File: config.mk
export PLATFORM = sky130hd
export DESIGN_NAME = alu_sequencer
export DESIGN_NICKNAME = d
export VERILOG_FILES = /design/src/rtl/alu_sequencer_pkg.sv /design/src/rtl/alu_sequencer_decode.sv /design/src/rtl/alu_sequencer.sv
export SDC_FILE = /design/constraint.sdc
export NUM_CORES = 1
export LEC_CHECK = 0
export CAP_MARGIN = 25
export CORE_MARGIN = 1
export CORE_UTILIZATION = 37
export DETAILED_ROUTE_END_ITERATION = 16
export PLACE_DENSITY = 0.72
export SLEW_MARGIN = 40
export SYNTH_ARGS = -nofsm -noshare
export SYNTH_HDL_FRONTEND = slang
export SYNTH_SLANG_ARGS = --single-unit
File: constraint.sdc
create_clock -name i_clk -period 1.77 [get_ports i_clk]
set_input_delay 0.177 -clock i_clk [delete_from_list [all_inputs] [get_ports i_clk]]
set_output_delay 0.177 -clock i_clk [all_outputs]
set_load 0.1 [all_outputs]
File: src/rtl/alu_sequencer_pkg.sv
// Shared definitions for the ALU sequencer: FSM state encoding, opcodes,
// ALU control encodings and the decoded-control bundle.
package alu_sequencer_pkg;

  typedef enum logic [2:0] {
    IDLE   = 3'd0,
    LOAD_A = 3'd1,
    LOAD_B = 3'd2,
    EXEC   = 3'd3,
    WRITE  = 3'd4
  } seqState_e;

  localparam logic [2:0] OP_ADD = 3'd0;
  localparam logic [2:0] OP_SUB = 3'd1;
  localparam logic [2:0] OP_AND = 3'd2;
  localparam logic [2:0] OP_XOR = 3'd3;
  localparam logic [2:0] OP_SHR = 3'd4;
  localparam logic [2:0] OP_SHL = 3'd5;
  localparam logic [2:0] OP_CMP = 3'd6;
  localparam logic [2:0] OP_TST = 3'd7;

  localparam logic [1:0] ALU_ADD   = 2'b00;
  localparam logic [1:0] ALU_AND   = 2'b01;
  localparam logic [1:0] ALU_XOR   = 2'b10;
  localparam logic [1:0] ALU_SHIFT = 2'b11;

  typedef struct packed {
    logic [1:0] aluOp;
    logic       subShiftDir;
    logic       writeback;
  } aluCtrl_t;

endpackage

File: src/rtl/alu_sequencer_decode.sv
// Pure combinational opcode decode; kept standalone so trace/disassembly
// tooling can share the exact same mapping as the sequencer.
module alu_op_decode
  import alu_sequencer_pkg::*;
(
  input  logic [2:0] op_i,
  output aluCtrl_t   ctrl_o
);

  // CMP and TST reuse SUB and AND datapaths but only feed the flags.
  always_comb begin
    ctrl_o = '{aluOp: ALU_ADD, subShiftDir: 1'b0, writeback: 1'b1};
    case (op_i)
      OP_ADD:  ctrl_o = '{aluOp: ALU_ADD,   subShiftDir: 1'b0, writeback: 1'b1};
      OP_SUB:  ctrl_o = '{aluOp: ALU_ADD,   subShiftDir: 1'b1, writeback: 1'b1};
      OP_AND:  ctrl_o = '{aluOp: ALU_AND,   subShiftDir: 1'b0, writeback: 1'b1};
      OP_XOR:  ctrl_o = '{aluOp: ALU_XOR,   subShiftDir: 1'b0, writeback: 1'b1};
      OP_SHR:  ctrl_o = '{aluOp: ALU_SHIFT, subShiftDir: 1'b0, writeback: 1'b1};
      OP_SHL:  ctrl_o = '{aluOp: ALU_SHIFT, subShiftDir: 1'b1, writeback: 1'b1};
      OP_CMP:  ctrl_o = '{aluOp: ALU_ADD,   subShiftDir: 1'b1, writeback: 1'b0};
      OP_TST:  ctrl_o = '{aluOp: ALU_AND,   subShiftDir: 1'b0, writeback: 1'b0};
      default: ctrl_o = '{aluOp: ALU_ADD,   subShiftDir: 1'b0, writeback: 1'b1};
    endcase
  end

endmodule

File: src/rtl/alu_sequencer.sv
// Four-phase sequencer driving the shared 8-bit bus, register file strobes and
// ALU controls for one instruction at a time, plus the N/Z flag register.
module alu_sequencer
  import alu_sequencer_pkg::*;
(
  input  logic       i_clk,
  input  logic       i_reset,
  input  logic       i_instrValid,
  output logic       o_instrReady,
  input  logic [2:0] i_op,
  input  logic       i_immSel,
  input  logic [2:0] i_rd,
  input  logic [2:0] i_rs1,
  input  logic [2:0] i_rs2,
  input  logic [7:0] i_imm,
  output logic [2:0] o_rfRdAddr,
  output logic       o_rfRdOe,
  output logic       o_immOe,
  output logic [7:0] o_imm,
  output logic       o_aWr,
  output logic       o_bWr,
  output logic [1:0] o_aluOp,
  output logic       o_subShiftDir,
  output logic       o_aluWr,
  output logic       o_aluNoe,
  output logic [2:0] o_rfWrAddr,
  output logic       o_rfWr,
  input  logic       i_negative,
  input  logic       i_nZero,
  output logic       o_flagN,
  output logic       o_flagZ,
  output logic       o_busy
);

  seqState_e  state_q, state_d;
  logic [2:0] op_q, rd_q, rs1_q, rs2_q;
  logic       immSel_q;
  logic [7:0] imm_q;
  logic       flagN_q, flagZ_q;
  logic       accept;
  aluCtrl_t   ctrl;

  alu_op_decode uDecode (
    .op_i   (op_q),
    .ctrl_o (ctrl)
  );

  // WRITE also accepts so a held valid sustains one instruction per 4 cycles.
  assign o_instrReady = (state_q == IDLE) || (state_q == WRITE);
  assign accept       = i_instrValid && o_instrReady;

  always_ff @(posedge i_clk) begin
    if (i_reset) state_q <= IDLE;
    else         state_q <= state_d;
  end

  always_comb begin
    state_d = state_q;
    case (state_q)
      IDLE:    if (accept) state_d = LOAD_A;
      LOAD_A:  state_d = LOAD_B;
      LOAD_B:  state_d = EXEC;
      EXEC:    state_d = WRITE;
      WRITE:   state_d = accept ? LOAD_A : IDLE;
      default: state_d = IDLE;
    endcase
  end

  // Moore strobes: bus drivers are mutually exclusive by construction.
  always_comb begin
    o_rfRdAddr = rs1_q;
    o_rfRdOe   = 1'b0;
    o_immOe    = 1'b0;
    o_aWr      = 1'b0;
    o_bWr      = 1'b0;
    o_aluWr    = 1'b0;
    o_aluNoe   = 1'b1;
    o_rfWr     = 1'b0;
    case (state_q)
      LOAD_A: begin
        o_rfRdOe = 1'b1;
        o_aWr    = 1'b1;
      end
      LOAD_B: begin
        o_bWr = 1'b1;
        if (immSel_q) begin
          o_immOe = 1'b1;
        end else begin
          o_rfRdAddr = rs2_q;
          o_rfRdOe   = 1'b1;
        end
      end
      EXEC:  o_aluWr = 1'b1;
      WRITE: begin
        if (ctrl.writeback) begin
          o_aluNoe = 1'b0;
          o_rfWr   = 1'b1;
        end
      end
      default: ;
    endcase
  end

  always_ff @(posedge i_clk) begin
    if (i_reset) begin
      op_q     <= '0;
      immSel_q <= 1'b0;
      rd_q     <= '0;
      rs1_q    <= '0;
      rs2_q    <= '0;
      imm_q    <= '0;
    end else if (accept) begin
      op_q     <= i_op;
      immSel_q <= i_immSel;
      rd_q     <= i_rd;
      rs1_q    <= i_rs1;
      rs2_q    <= i_rs2;
      imm_q    <= i_imm;
    end
  end

  // Flags follow the ALU status only at the close of WRITE, writeback or not.
  always_ff @(posedge i_clk) begin
    if (i_reset) begin
      flagN_q <= 1'b0;
      flagZ_q <= 1'b0;
    end else if (state_q == WRITE) begin
      flagN_q <= i_negative;
      flagZ_q <= ~i_nZero;
    end
  end

  assign o_imm         = imm_q;
  assign o_aluOp       = ctrl.aluOp;
  assign o_subShiftDir = ctrl.subShiftDir;
  assign o_rfWrAddr    = rd_q;
  assign o_flagN       = flagN_q;
  assign o_flagZ       = flagZ_q;
  assign o_busy        = (state_q != IDLE);

endmodule

== Yosys cells after proc, flatten, opt, wreduce, memory -nomap -nowiden ==
Memories as Yosys holds them, arrays and structs flattened. A register that Yosys moved wholly into a read port is not among the register bits.
Index checks and enable logic that the tools add are counted.

* Equality and inequality tests: 5
* Reductions and logical operators: 4
* Bitwise gates (word level): 1
* Mux-type cells: 18

{| class="wikitable"
|+ Operators with widths
! cell !! count
|-
| 3-bit two-way mux || 5
|-
| 3-bit case mux with 5 select lines || 1
|-
| 1-bit two-way mux || 11
|-
| 3-bit by 2-bit equality test with 1-bit output, second input constant || 2
|-
| 3-bit by 1-bit equality test with 1-bit output, second input constant || 1
|-
| 3-bit equality test, second input constant || 1
|-
| 3-bit zero test || 1
|-
| 3-bit nonzero test || 1
|-
| 2-bit inequality test, second input constant || 1
|-
| 1-bit case mux with 2 select lines || 1
|-
| 1-bit logical AND || 1
|-
| 1-bit logical OR || 1
|-
| 1-bit NOT || 1
|}

* Input bits: 26
* Logic and storage cells: 38
* ROM bits: 32
* Memories: 1
* Register bits: 26
* Output and inout bits: 28

{| class="wikitable"
|+ Memory list
! name !! depth !! width !! rd ports !! clocked after Yosys merged registers in !! write ports !! line !! source
|-
| (no name shown) || 8 || 4 || 1 || 1 || 0 || alu_sequencer_decode.sv:13 || <nowiki>case (op_i)</nowiki>
|}

== Logic depth before layout (Yosys ltp) ==
Gate-level depths: netlist of run 1.

* Word-level depth: 5
* Mapped depth: 7
* Gate-level depth less buffers: 6

== Hierarchy ==
A second synthesis of run 1 with hierarchy kept.

* Cells, all modules: 140
* Area total of the unflattened synthesis: 1398.8 um2

{| class="wikitable"
|+ Modules (own cells, without submodules)
! module !! area an instance (um2) !! cells each !! instances
|-
| alu_sequencer || 1300.0 || 128 || 1
|-
| alu_op_decode || 98.8 || 12 || 1
|}

== Worst setup path before layout of run 1 ==
OpenSTA, ideal clock, no wires.

* Path kind: reg-to-output
* Start: register state_q[1]
* End: output o_immOe
* Setup slack: -2203 ps
* Arrival: 3796 ps
* Buffers on the path: 1
* Cell stages (with the launch flop): 4
* Cells stage by stage: dfxtp_1 buf_2 nor3b_1 and2_1

* Cells in the longest elaborated chain, start to end: 2

{| class="wikitable"
|+ RTL lines
! what !! line !! source
|-
| from (decl) || alu_sequencer.sv:35 || <nowiki>seqState_e state_q, state_d;</nowiki>
|-
| from (signal assigned) || alu_sequencer.sv:54 || <nowiki>else state_q <= state_d;</nowiki>
|-
| 3-bit by 2-bit equality test with 1-bit output || alu_sequencer.sv:79 || <nowiki>case (state_q)</nowiki>
|-
| 1-bit two-way mux || alu_sequencer.sv:79 ||
|-
| to (decl) || alu_sequencer.sv:18 || <nowiki>output logic o_immOe,</nowiki>
|}

No other way between the ends.

== Worst setup path in the final report of run 1 ==
* Start: register state_q[0]
* End: output o_rfRdAddr[1]

* Cells in the longest elaborated chain, start to end: 2

{| class="wikitable"
|+ RTL lines
! what !! line !! source
|-
| 3-bit by 2-bit equality test with 1-bit output || alu_sequencer.sv:79 ||
|-
| 3-bit two-way mux || alu_sequencer.sv:79 ||
|-
| to (decl) || alu_sequencer.sv:16 || <nowiki>output logic [2:0] o_rfRdAddr,</nowiki>
|}

No other way between the ends.

==> flow_summary.json, run 1 <==
{
  "status": "finished with violations",
  "failed_checks": "setup timing",
  "critical-path-max-stage-delay_ps": 370,
  "leakage_nw": 0.920,
  "hold_end": "o_flagZ",
  "cts-buffers-inserted": 5,
  "cp.arrival_ps": 1620,
  "finalCriticalPeriod_ps": 1790,
  "syn_area_per_cell_um2": 10.3,
  "fp.dieH_um": 60.0,
  "hp-class": "input port to flip-flop",
  "wl_um": 2660,
  "dr_total_vias": 1050,
  "synth_seq_cells": 30,
  "first_pass_iters": 2,
  "cp_num_buf_inv": 1,
  "diodes": 0,
  "setup_viol": 3,
  "synth_cell_types": 22,
  "seq_area_frac_synth": 0.483,
  "fmax_ghz": 0.557,
  "vias_per_cell": 4.51,
  "antenna_found_initial": 0,
  "area_growth_pct": 71.1,
  "fillers": 240,
  "gp_congestion": 0.745,
  "dp_hpwl_um": 2010,
  "cts_tree": "done",
  "rsz0062_at_grt": "yes",
  "path_class": "flip-flop to output pin",
  "core_area_um2": 3130,
  "relSlewSlack": 0.812,
  "nNetsFinal": 219,
  "die_w_um": 60.0,
  "crit_path_end_kind": "output pin",
  "finClkSkew_ps": 6.16,
  "insertion_delay_ps": 320,
  "pin_count": 54,
  "clk_path_buf_depth": 2,
  "start_kind": "flip-flop",
  "grt_start_max_net_pins": 14,
  "stdcell_area_um2": 2130,
  "max_cap_viol_count": 0,
  "ant_nets": 0,
  "peakVddDrop_mv": 0.710,
  "final_core_util": 0.680,
  "ff2ff_setup_slack_ps": 30,
  "htree_levels": 2,
  "drc": 0,
  "p_per_area_nw_per_um2": 1110,
  "syn-num-nets": 151,
  "synthesis.area_um2": 1240,
  "cp_max_fo": 4,
  "min_from": "i_nZero",
  "fin_crit_sh": 1.01,
  "drive_gt1_frac": 0.365,
  "worstHoldPathCells": 2,
  "die_area_um2": 3600,
  "worstReg2RegEnd": "uDecode.ctrl_o[3]",
  "netlist_instances": 121,
  "r2r_cells": 6,
  "grt_pass1_vias": 983,
  "r2r_start": "state_q[1]",
  "drtIter0Drc": 42,
  "clkSinkCount": 30,
  "yosys_warnings": 0,
  "io_buffers": 53,
  "cts.clk_slew.worst_paths_ps": 80,
  "setup_ws_ps": -24.9,
  "hold_viol": 0,
  "slowest_stage": "dfxtp_4",
  "worstMarginPinSlew_ps": 275,
  "cts-root-buf": "clkbuf_4",
  "wire_per_inst_um": 11.4,
  "cp_top_family": "simple AND/OR/NAND/NOR gates",
  "slew_viol_final": 0,
  "initial_core_util": 0.398,
  "required_ps": 1590,
  "row_count": 20,
  "post_dp_cell_area_um2": 2000,
  "grtUsageTotal": 0.166,
  "grt_overflow": 0,
  "crit_chain": "nor3b_4 -> and2b_2 -> mux2_4 -> buf_12",
  "grt_pass1_wl_um": 4280
}
[per-layer routing]
layer	up-vias	global-route usage	part of all wire
met1	476	0.183	0.44
li1	529	-	-
met4	0	0.0698	0.017
met2	39	0.283	0.47
met3	6	0.0649	0.070
met5	-	0	0
[sequential cells by signal, indices dropped and copies added (netlist names)]
register / flops
state_q: 3
o_flagN: 1
o_rfWrAddr: 3
rs2_q: 3
rs1_q: 3
o_flagZ: 1
op_q: 3
o_imm: 8
uDecode.ctrl_o: 4
immSel_q: 1
[cell type report]
type / count / area (um^2) / share of cell area
tap: 44 / 55.1 / 0.0259
timing repair buffer: 70 / 758 / 0.356
multi-input combinational: 78 / 639 / 0.300
sequential: 30 / 612 / 0.287
clock buffer: 7 / 45.0 / 0.0212
inverter: 4 / 18.8 / 0.00882
[where the power goes]
group          switching (mW)  internal, mW  leakage (nW)
logic                   0.768         0.458         0.647
registers              0.0374         0.745         0.248
clock network           0.208         0.149        0.0254
[synth_stat cells]
library cell,instances,area share
inv_1,4,0.012
clkbuf_1,3,0.0091
mux2i_1,25,0.20
buf_4,2,0.012
and3b_1,1,0.0070
nor3b_4,1,0.015
nor3_1,1,0.0040
and2b_1,1,0.0060
or2_2,2,0.010
nor2b_1,1,0.0050
nand2_1,2,0.0060
nand2b_1,4,0.020
dfxtp_1,30,0.48
or3_1,1,0.0050
and2_1,1,0.0050
xnor2_1,1,0.0070
a211oi_1,1,0.0060
nor3b_1,3,0.018
nor2_1,25,0.075
buf_2,4,0.016
ha_1,4,0.040
mux2_2,4,0.036
[cells in the final DEF (no fill, tap or decap), types with 2 or more instances in the layout]
| cell | Yosys | layout |
|---|---|---|
| nor2_1 | 25 | 24 |
| buf_12 | 0 | 13 |
| mux2i_1 | 25 | 24 |
| clkbuf_1 | 3 | 2 |
| buf_4 | 2 | 31 |
| dfxtp_1 | 30 | 27 |
| nand2b_1 | 4 | 4 |
| ha_1 | 4 | 3 |
| dfxtp_4 | 0 | 3 |
| mux2_4 | 0 | 3 |
| or2_4 | 0 | 2 |
| nor3b_4 | 1 | 3 |
| clkbuf_4 | 0 | 5 |
| inv_1 | 4 | 3 |
| clkdlybuf4s50_1 | 0 | 25 |
[how the worst max path moves through the flow]
stage,startpoint,endpoint,slack (ps),cells past startpoint
2_1_floorplan,state_q[1],o_rfRdAddr[0],-520,4
3_3_place_gp,i_instrValid,uDecode.ctrl_o[3],-100,6
3_5_place_dp,i_instrValid,uDecode.ctrl_o[3],-90,6
4_1_cts,state_q[2],o_rfRdAddr[1],-50,4
5_1_grt,state_q[0],o_rfRdAddr[1],-100,4
6_report,state_q[0],o_rfRdAddr[1],-20,4
[metrics by stage]
| step | TNS (ps) | hold WS (ps) | std cells | setup WS, ps | total power, mW |
|---|---|---|---|---|---|
| finish | -68.4 | 431 | 233 | -24.9 | 2.37 |
| detailed placement | -174 | 486 | 220 | -90.6 | 1.97 |
| floorplan | -2590 | 273 | 121 | -520 | 1.63 |
| global placement | -209 | 474 | 220 | -98.3 | 1.96 |
| global route | -298 | 429 | 233 | -103 | 2.48 |
| CTS | -131 | 416 | 231 | -46.3 | 2.35 |
[logic make-up after synthesis]
family,Yosys count,share of synthesized area
buf+inv,13,0.0493
flops,30,0.483
fa+ha+maj,4,0.0402
mux,29,0.237
xor+xnor,1,0.00704
simple gates,43,0.177
compound gates,1,0.00604
[timing repair]
item	4_1_cts	5_1_grt
hold buffers	0	0
resized for setup	5	6
pin swaps	1	3
setup endpoints to repair	3	5
setup buffers	4	2
No activity file was read; power rests on OpenSTA's default activity.
==> inputs of run 2 (changes only) <==
Settings changed: CAP_MARGIN 25 to not set.
==> results of run 2 <==
Final layout, timing and power as in run 1 (identical DEF).
